### src/rtl/uart_rx_ctrl.sv
// UART receive-side controller: one capture per frame, show-ahead receive FIFO,
// sticky overrun flag and saturating parity/frame error counters.
module uart_rx_ctrl #(
  parameter int unsigned DATA_BITS  = 8,
  parameter int unsigned FIFO_DEPTH = 4
) (
  input  logic                            clk,
  input  logic                            resetn,
  input  logic                            rx_en,
  input  logic [DATA_BITS-1:0]            rx_data,
  input  logic                            data_ready,
  input  logic                            parity_err,
  input  logic                            frame_err,
  output logic [DATA_BITS-1:0]            m_data,
  output logic                            m_perr,
  output logic                            m_ferr,
  output logic                            m_valid,
  input  logic                            m_ready,
  output logic [$clog2(FIFO_DEPTH):0]     fifo_level,
  output logic                            overrun,
  output logic [7:0]                      perr_count,
  output logic [7:0]                      ferr_count,
  input  logic                            clear_status
);

  localparam int unsigned PW = (FIFO_DEPTH > 1) ? $clog2(FIFO_DEPTH) : 1;
  localparam int unsigned LW = $clog2(FIFO_DEPTH) + 1;
  localparam int unsigned CW = 8;

  // Depth must be a power of two so the pointers wrap for free.
  if ((FIFO_DEPTH < 2) || ((FIFO_DEPTH & (FIFO_DEPTH - 1)) != 0)) begin : g_bad_depth
    $fatal(1, "uart_rx_ctrl: FIFO_DEPTH must be a power of 2 and at least 2");
  end

  typedef struct packed {
    logic                 perr;
    logic                 ferr;
    logic [DATA_BITS-1:0] data;
  } entry_t;

  entry_t          mem_q [FIFO_DEPTH];
  entry_t          mem_d [FIFO_DEPTH];
  logic [PW-1:0]   wr_ptr_q, wr_ptr_d;
  logic [PW-1:0]   rd_ptr_q, rd_ptr_d;
  logic [LW-1:0]   level_q, level_d;
  logic            dr_q, dr_d;
  logic            m_valid_q, m_valid_d;
  entry_t          head_q, head_d;
  logic            overrun_q, overrun_d;
  logic [CW-1:0]   perr_q, perr_d;
  logic [CW-1:0]   ferr_q, ferr_d;

  logic            cap_c, pop_c, full_c, push_c, drop_c;
  entry_t          new_entry_c;

  // Next-state: edge-detected capture, FIFO push/pop, head register, status.
  always_comb begin
    dr_d        = data_ready;
    cap_c       = data_ready & ~dr_q & rx_en;
    pop_c       = m_valid_q & m_ready;
    full_c      = (level_q == LW'(FIFO_DEPTH));
    push_c      = cap_c & (~full_c | pop_c);
    drop_c      = cap_c & full_c & ~pop_c;
    new_entry_c = '{perr: parity_err, ferr: frame_err, data: rx_data};

    mem_d = mem_q;
    if (push_c) mem_d[wr_ptr_q] = new_entry_c;

    wr_ptr_d  = wr_ptr_q + PW'(push_c);
    rd_ptr_d  = rd_ptr_q + PW'(pop_c);
    level_d   = level_q + LW'(push_c) - LW'(pop_c);
    m_valid_d = (level_d != '0);
    head_d    = m_valid_d ? mem_d[rd_ptr_d] : '0;

    overrun_d = overrun_q | drop_c;
    perr_d    = perr_q;
    ferr_d    = ferr_q;
    if (cap_c && parity_err && (perr_q != {CW{1'b1}})) perr_d = perr_q + CW'(1);
    if (cap_c && frame_err  && (ferr_q != {CW{1'b1}})) ferr_d = ferr_q + CW'(1);
    if (clear_status) begin
      overrun_d = 1'b0;
      perr_d    = '0;
      ferr_d    = '0;
    end
  end

  // Control and status registers with synchronous active-low reset.
  always_ff @(posedge clk) begin
    if (!resetn) begin
      dr_q      <= 1'b1;
      wr_ptr_q  <= '0;
      rd_ptr_q  <= '0;
      level_q   <= '0;
      m_valid_q <= 1'b0;
      head_q    <= '0;
      overrun_q <= 1'b0;
      perr_q    <= '0;
      ferr_q    <= '0;
    end else begin
      dr_q      <= dr_d;
      wr_ptr_q  <= wr_ptr_d;
      rd_ptr_q  <= rd_ptr_d;
      level_q   <= level_d;
      m_valid_q <= m_valid_d;
      head_q    <= head_d;
      overrun_q <= overrun_d;
      perr_q    <= perr_d;
      ferr_q    <= ferr_d;
    end
  end

  // Storage array; contents are don't-care while not covered by level_q.
  always_ff @(posedge clk) begin
    if (resetn) mem_q <= mem_d;
  end

  assign m_data     = head_q.data;
  assign m_perr     = head_q.perr;
  assign m_ferr     = head_q.ferr;
  assign m_valid    = m_valid_q;
  assign fifo_level = level_q;
  assign overrun    = overrun_q;
  assign perr_count = perr_q;
  assign ferr_count = ferr_q;

endmodule

### config.mk
export PLATFORM = sky130hd
export DESIGN_NAME = uart_rx_ctrl
export DESIGN_NICKNAME = d
export VERILOG_FILES = /design/src/rtl/uart_rx_ctrl.sv
export SDC_FILE = /design/constraint.sdc
export NUM_CORES = 1
export LEC_CHECK = 0
export ABC_AREA = 1
export CAP_MARGIN = 10
export CELL_PAD_IN_SITES_DETAIL_PLACEMENT = 0
export CELL_PAD_IN_SITES_GLOBAL_PLACEMENT = 1
export CORE_MARGIN = 8
export CORE_UTILIZATION = 42
export DETAILED_ROUTE_END_ITERATION = 6
export DONT_BUFFER_PORTS = 1
export HOLD_SLACK_MARGIN = 0.05
export PLACE_DENSITY = 0.83
export SETUP_SLACK_MARGIN = 0.1
export SYNTH_ARGS = -nofsm -noshare
export SYNTH_HDL_FRONTEND = slang
export SYNTH_SLANG_ARGS = --single-unit
### constraint.sdc
create_clock -name clk -period 2.8 [get_ports clk]
set_clock_uncertainty 0.1 [all_clocks]
set_input_delay 0.84 -clock clk [delete_from_list [all_inputs] [get_ports clk]]
set_output_delay 0.84 -clock clk [all_outputs]
set_load 0.01 [all_outputs]
==> impl_metrics.py, run 1 <==
metrics = {
    "power": {
        "pwr-share-clk": 0.268,
        "p_leak_nw": 2.016,
        "p_comb_frac": 0.288,
        "switching_share": 0.3532,
        "seqPwrFrac": 0.443,
        "peakVddDrop_mv": 0.5074,
        "totalPowerFinal_w": 0.003236,
        "p_per_area_mw_per_mm2": 707.1,
        "p_int_w": 0.002093,
        "switchingPower_w": 0.001143,
    },
    "floorplanning": {
        "fp.dieArea_mm2": 0.01343,
        "die_w_um": 115.9,
        "placementRows": 36,
        "start_util": 0.4306,
        "core_area_mm2": 0.009729,
        "io_pins": 47,
        "die_y_um": 115.9,
    },
    "yosys": {
        "synth_cell_types": 26,
        "synth-main-ff-cell": "edfxtp_1",
        "synth-seq-area-share": 0.4588,
        "synth_top_area_frac": 0.2867,
        "synth_cells": 556,
        "synth_edf_count": 40,
        "yosysWarnings": 0,
        "syn_nets": 579,
        "yosysTopAreaCell": "edfxtp_1",
        "synth.area.top_cells": "edfxtp_1 29%, nand2_1 20%, dfxtp_1 17%, nand3_1 14%, a21oi_1 2.6%",
        "async_flop_share": 0,
        "netlist_area_mm2": 0.004189,
        "syn_area_per_cell_um2": 7.534,
        "ys_ff_latch": 76,
    },
    "global_route": {
        "grt_max_degree": 47,
        "grt_pass1_wl_um": 18320,
        "grt_pass1_vias": 3580,
        "grt_overflow": 0,
        "grt.total_usage": 0.1743,
        "antenna_found_initial": 0,
    },
    "sta": {
        "totalNegativeSetupSlack_ns": 0,
        "post-route-min-period_ns": 2.336,
        "fmax_ghz": 0.4281,
        "rsz0062_at_grt": "no",
        "timing.hold.ws_ns": 0.4631,
        "worst_slack_ns": 0.4644,
        "setup_viol": 0,
        "finalMaxSlewViolations": 0,
        "hold_viol": 0,
        "relSlewSlack": 0.5096,
        "period_share": 0.8342,
        "worst_pin_slew_ns": 0.7306,
    },
    "cts": {
        "cts.path.max_buffers": 2,
        "cts_buffers": 9,
        "cts_resized": 0,
        "clk_latency_ns": 0.36,
        "cts-root-buf": "clkbuf_8",
        "hold_buffers": 0,
        "cts_sinks": 76,
        "cts_tree": "done",
        "htree_levels": 3,
        "clkSlewWorstSetupHoldPaths_ns": 0.09,
        "post_cts_buffers": 0,
    },
    "setup_path": {
        "r2r.worst_path.cells": 12,
        "slowest_stage": "fa_2",
        "cp-end-kind": "register",
        "arrival_ns": 2.54,
        "worstPathRequired_ns": 3.00,
        "crit_type": "reg2reg",
        "critPathMaxFanout": 10,
        "critPathLaunchType": "register",
        "critical-path-max-stage-delay_ns": 0.54,
        "cp_cell_sequence": "nor2_1 -> nand3_2 -> nand2_2 -> ha_4 -> inv_2 -> ha_4 -> fa_2 -> nor2_1 -> nand2_1 -> nand2_1 -> buf_12 -> a21oi_2",
    },
    "detailed_routing": {
        "num_vias": 3721,
        "final_antenna_net_count": 0,
        "wl_um": 11460,
        "drc_errors": 0,
        "routedWlPerCell_um": 16.63,
        "dr.pass1.iters": 5,
        "vias_per_cell": 5.401,
        "drtIter0Drc": 334,
    },
    "cells_and_area": {
        "mostFrequentLayoutCell": "nand2_1",
        "mostFrequentLayoutCells": "217 x nand2_1, 118 x nand3_1, 40 x edfxtp_1, 36 x dfxtp_1, 18 x inv_1",
        "area_delta_synth_final_pct": 9.259,
        "n_antenna_cell": 0,
        "drive_gt1_frac": 0.1097,
        "final_nets": 574,
        "fin_cells": 689,
    },
    "placement": {
        "port_buffers": 0,
        "dp.cells": 673,
        "hpwl_um": 7458,
        "gp_congestion": 0.8076,
        "place_ws_ns": 0.08352,
    },
    "status": {
        "status": "complete, no violations",
    },
    "worst_hold_path": {
        "hp-class": "reg2reg",
        "whs_path_depth": 2,
    },
    "job": {
        "maxCapViolCount": 0,
    },
}
-- registers in the layout (all words and copies together), names as in the netlist, 2 cells and up --
name,cells
rd_ptr_q,2
ferr_count,8
perr_count,8
fifo_level,3
wr_ptr_q,2
m_data,8
mem_q,40
-- final cells by class --
class	count	area [µm²]
Clock buffer	12	177.7
Clock inverter	4	26.28
Fill cell	987	5152
Inverter	26	97.59
Multi-Input combinational cell	425	2077
Sequential cell	76	1922
Tap cell	133	166.4
Timing Repair Buffer	13	110.1
-- cell usage after synthesis, types with 5 or more instances --
cell type	number
xnor2_1	9
buf_4	5
a21oi_1	22
xor2_1	5
inv_2	5
o21ai_1	5
inv_1	20
nor2_1	17
nand3_2	6
nand3_1	118
edfxtp_1	40
dfxtp_1	36
nand2_1	218
ha_1	6
buf_2	16
-- power groups by stage --
stage | registers, W | clock network (W) | logic [W]
2_1_floorplan | 0.00143 | 0 | 0.000677
3_3_place_gp | 0.00146 | 0 | 0.000913
3_5_place_dp | 0.00146 | 0 | 0.000936
4_1_cts | 0.00144 | 0.000884 | 0.000938
5_1_grt | 0.00145 | 0.000918 | 0.00103
6_report | 0.00144 | 0.000868 | 0.000933
-- metrics by stage --
stage,utilization,instance area (µm²)
CTS,0.4704,4577
detailed placement,0.4495,4373
global route,0.4704,4577
global placement,0.4495,4373
floorplan,-,4277
finish,0.4704,4577
-- worst paths after layout --
kind	start	to	slack, ns
max	fifo_level[0]	m_data[4]	0.46
max reg2reg	fifo_level[0]	m_data[4]	0.46
min reg2reg	overrun	overrun	0.46
min	overrun	overrun	0.46
-- kinds of logic (layout without fill, tap and decap cells) --
family                     count (synthesis)  count (layout)  synth area share
AOI/OAI and AO/OA                         30              30           0.03584
xor gates and xnor gates                  14              14           0.02927
adders and majority gates                  7               7           0.02270
buffers and inverters                     55              55           0.06392
DFF                                       76              76            0.4588
and+or+nand+nor                          374             374            0.3895
-- critical path: cells and delay by family, from the launching register on --
family,cells,cell delay [ns]
AOI/OAI and AO/OA,1,0.10
adders and majority gates,3,0.95
buffers and inverters,2,0.21
DFF,1,0.46
and+or+nand+nor,6,0.46
-- metal layers --
layer,part of all wire,global-route usage,up-vias
met3,0.071,0.04325,14
met2,0.47,0.2825,104
met4,0.011,0.05964,0
met1,0.45,0.2208,1770
li1,-,-,1833
met5,0,0,-
No activity file was read; power rests on OpenSTA's default activity.
==> inputs of run 2 (changes only) <==
--- a/config.mk
+++ b/config.mk
@@ -10,11 +10,11 @@
 export CELL_PAD_IN_SITES_DETAIL_PLACEMENT = 0
 export CELL_PAD_IN_SITES_GLOBAL_PLACEMENT = 1
 export CORE_MARGIN = 8
-export CORE_UTILIZATION = 42
+export CORE_UTILIZATION = 45
 export DETAILED_ROUTE_END_ITERATION = 6
 export DONT_BUFFER_PORTS = 1
 export HOLD_SLACK_MARGIN = 0.05
-export PLACE_DENSITY = 0.83
+export PLACE_DENSITY = 0.85
 export SETUP_SLACK_MARGIN = 0.1
 export SYNTH_ARGS = -nofsm -noshare
 export SYNTH_HDL_FRONTEND = slang
==> constraint.sdc (replaced) <==
create_clock -name clk -period 2.45 [get_ports clk]
set_clock_uncertainty 0.1 [all_clocks]
set_input_delay 0.735 -clock clk [delete_from_list [all_inputs] [get_ports clk]]
set_output_delay 0.735 -clock clk [all_outputs]
set_load 0.01 [all_outputs]
==> run 2 against run 1 <==
Compared with the run above:
- clock power is 42% higher
- worst hold slack worse by 0.061 ns
- routed wire length is 4.0% lower
- highest routed layer unchanged
==> impl_metrics.py, run 2 (same netlist as run 1, synthesis figures left out) <==
metrics = {
    "sta": {
        "setup_viol": 0,
        "rsz0062_at_grt": "no",
        "worst_slack_ns": 0.2537,
        "relSlewSlack": 0.6324,
        "totalNegativeSetupSlack_ns": 0,
        "hold_viol": 0,
        "period_share": 0.8964,
        "worst_pin_slew_ns": 0.5478,
        "post-route-min-period_ns": 2.196,
        "finalMaxSlewViolations": 0,
        "timing.hold.ws_ns": 0.4021,
        "fmax_ghz": 0.4553,
    },
    "detailed_routing": {
        "met1_length_um": 4929,
        "dr.pass1.iters": 5,
        "wl_met2_um": 5017,
        "wl_um": 11000,
        "drc_errors": 0,
        "drtIter0Drc": 296,
        "vias_per_cell": 5.549,
        "num_vias": 3751,
        "highest_layer": "met4",
        "routedWlPerCell_um": 16.28,
        "wl_met3_um": 961,
        "final_antenna_net_count": 0,
    },
    "floorplanning": {
        "fp.dieArea_mm2": 0.01265,
        "die_y_um": 112.5,
        "io_pins": 47,
        "die_w_um": 112.5,
        "placementRows": 35,
        "start_util": 0.4577,
        "core_area_mm2": 0.009153,
    },
    "power": {
        "p_per_area_mw_per_mm2": 858.8,
        "totalPowerFinal_w": 0.004022,
        "pwr-share-clk": 0.306,
        "switching_share": 0.3181,
        "p_leak_nw": 2.081,
        "switchingPower_w": 0.001279,
        "p_comb_frac": 0.290,
        "seqPwrFrac": 0.404,
        "peakVddDrop_mv": 0.8552,
        "p_int_w": 0.002743,
    },
    "setup_path": {
        "crit_type": "in2reg",
        "reg2reg_slack_ns": 0.29,
        "arrival_ns": 2.37,
        "critPathLaunchType": "primary input",
        "critPathMaxFanout": 11,
        "r2r.worst_path.cells": 12,
        "worstPathRequired_ns": 2.63,
        "cp-end-kind": "register",
    },
    "cts": {
        "hold_buffers": 0,
        "clk_latency_ns": 0.34,
        "clkSlewWorstSetupHoldPaths_ns": 0.08,
        "cts_sinks": 76,
        "htree_levels": 3,
        "cts_buffers": 9,
        "cts_tree": "done",
        "cts-root-buf": "clkbuf_8",
        "cts.path.max_buffers": 2,
    },
    "placement": {
        "hpwl_um": 7391,
        "place_ws_ns": -0.1591,
        "port_buffers": 0,
        "gp_congestion": 0.8068,
    },
    "cells_and_area": {
        "regMostFlops": "mem_q",
        "drive_gt1_frac": 0.1292,
        "mostFrequentLayoutCells": "215 x nand2_1, 118 x nand3_1, 40 x edfxtp_1, 35 x dfxtp_1, 21 x buf_4",
        "area_delta_synth_final_pct": 11.80,
        "largest_reg_flops": 40,
        "final_nets": 583,
        "mostFrequentLayoutCell": "nand2_1",
        "fin_util": 0.5117,
        "n_antenna_cell": 0,
    },
    "worst_hold_path": {
        "hp-class": "in2reg",
        "whs_path_depth": 0,
    },
    "status": {
        "status": "complete, no violations",
    },
    "global_route": {
        "grt_pass1_wl_um": 18150,
        "antenna_found_initial": 0,
        "grt_pass1_vias": 3567,
        "grt.total_usage": 0.1777,
        "grt_max_degree": 47,
        "grt_overflow": 0,
    },
    "job": {
        "maxCapViolCount": 0,
    },
}
## run 2: area by class of cell
| cell class | instances | area (µm²) |
|---|---|---|
| fill | 865 | 4469 |
| multi-input combinational | 425 | 2086 |
| sequential | 76 | 1923 |
| timing repair buffer | 22 | 177.7 |
| clock buffer | 13 | 170.2 |
| tap | 111 | 138.9 |
| inverter | 26 | 97.59 |
| clock inverter | 3 | 90.09 |
## run 2: metal layers
layer / vias to the layer above / global-route usage
li1: 1849 / -
met1: 1745 / 0.2366
met2: 148 / 0.2778
met3: 9 / 0.04455
met4: 0 / 0.05216
met5: - / 0
## run 2: repair_timing
action,4_1_cts,5_1_grt
setup endpoints to repair,0,11
gates resized for setup,0,4
setup buffers,0,0
## run 2: power groups by stage
stage | sequential [W] | combinational (W) | clock, W
floorplan | 0.00163 | 0.000775 | 0
global placement | 0.00165 | 0.00114 | 0
detailed placement | 0.00165 | 0.00116 | 0
CTS | 0.00162 | 0.00117 | 0.00125
global route | 0.00164 | 0.00131 | 0.00130
finish | 0.00162 | 0.00117 | 0.00123
## run 2: path summary, 6_finish.rpt
| kind | startpoint | to |
|---|---|---|
| worst min-delay path | resetn | mem_q[1] |
| worst max register to register | m_valid | m_data[4] |
| worst min register to register | overrun | overrun |
| worst max-delay path | data_ready | m_data[4] |
## run 2: worst max-delay path, stage by stage
cell     delay (ns)
nand2_8        0.03
nor2_4         0.11
nand2_2        0.08
ha_4           0.27
inv_2          0.04
ha_4           0.15
fa_2           0.54
nor2_1         0.05
nand2_1        0.06
nand2_2        0.07
buf_12         0.15
a21oi_2        0.10
## run 2: per-stage QoR
step	cells	instance area, µm²
after global routing	676	4683
after detailed placement	660	4413
final	676	4683
after global placement	660	4413
after CTS	676	4673
after floorplan	556	4277
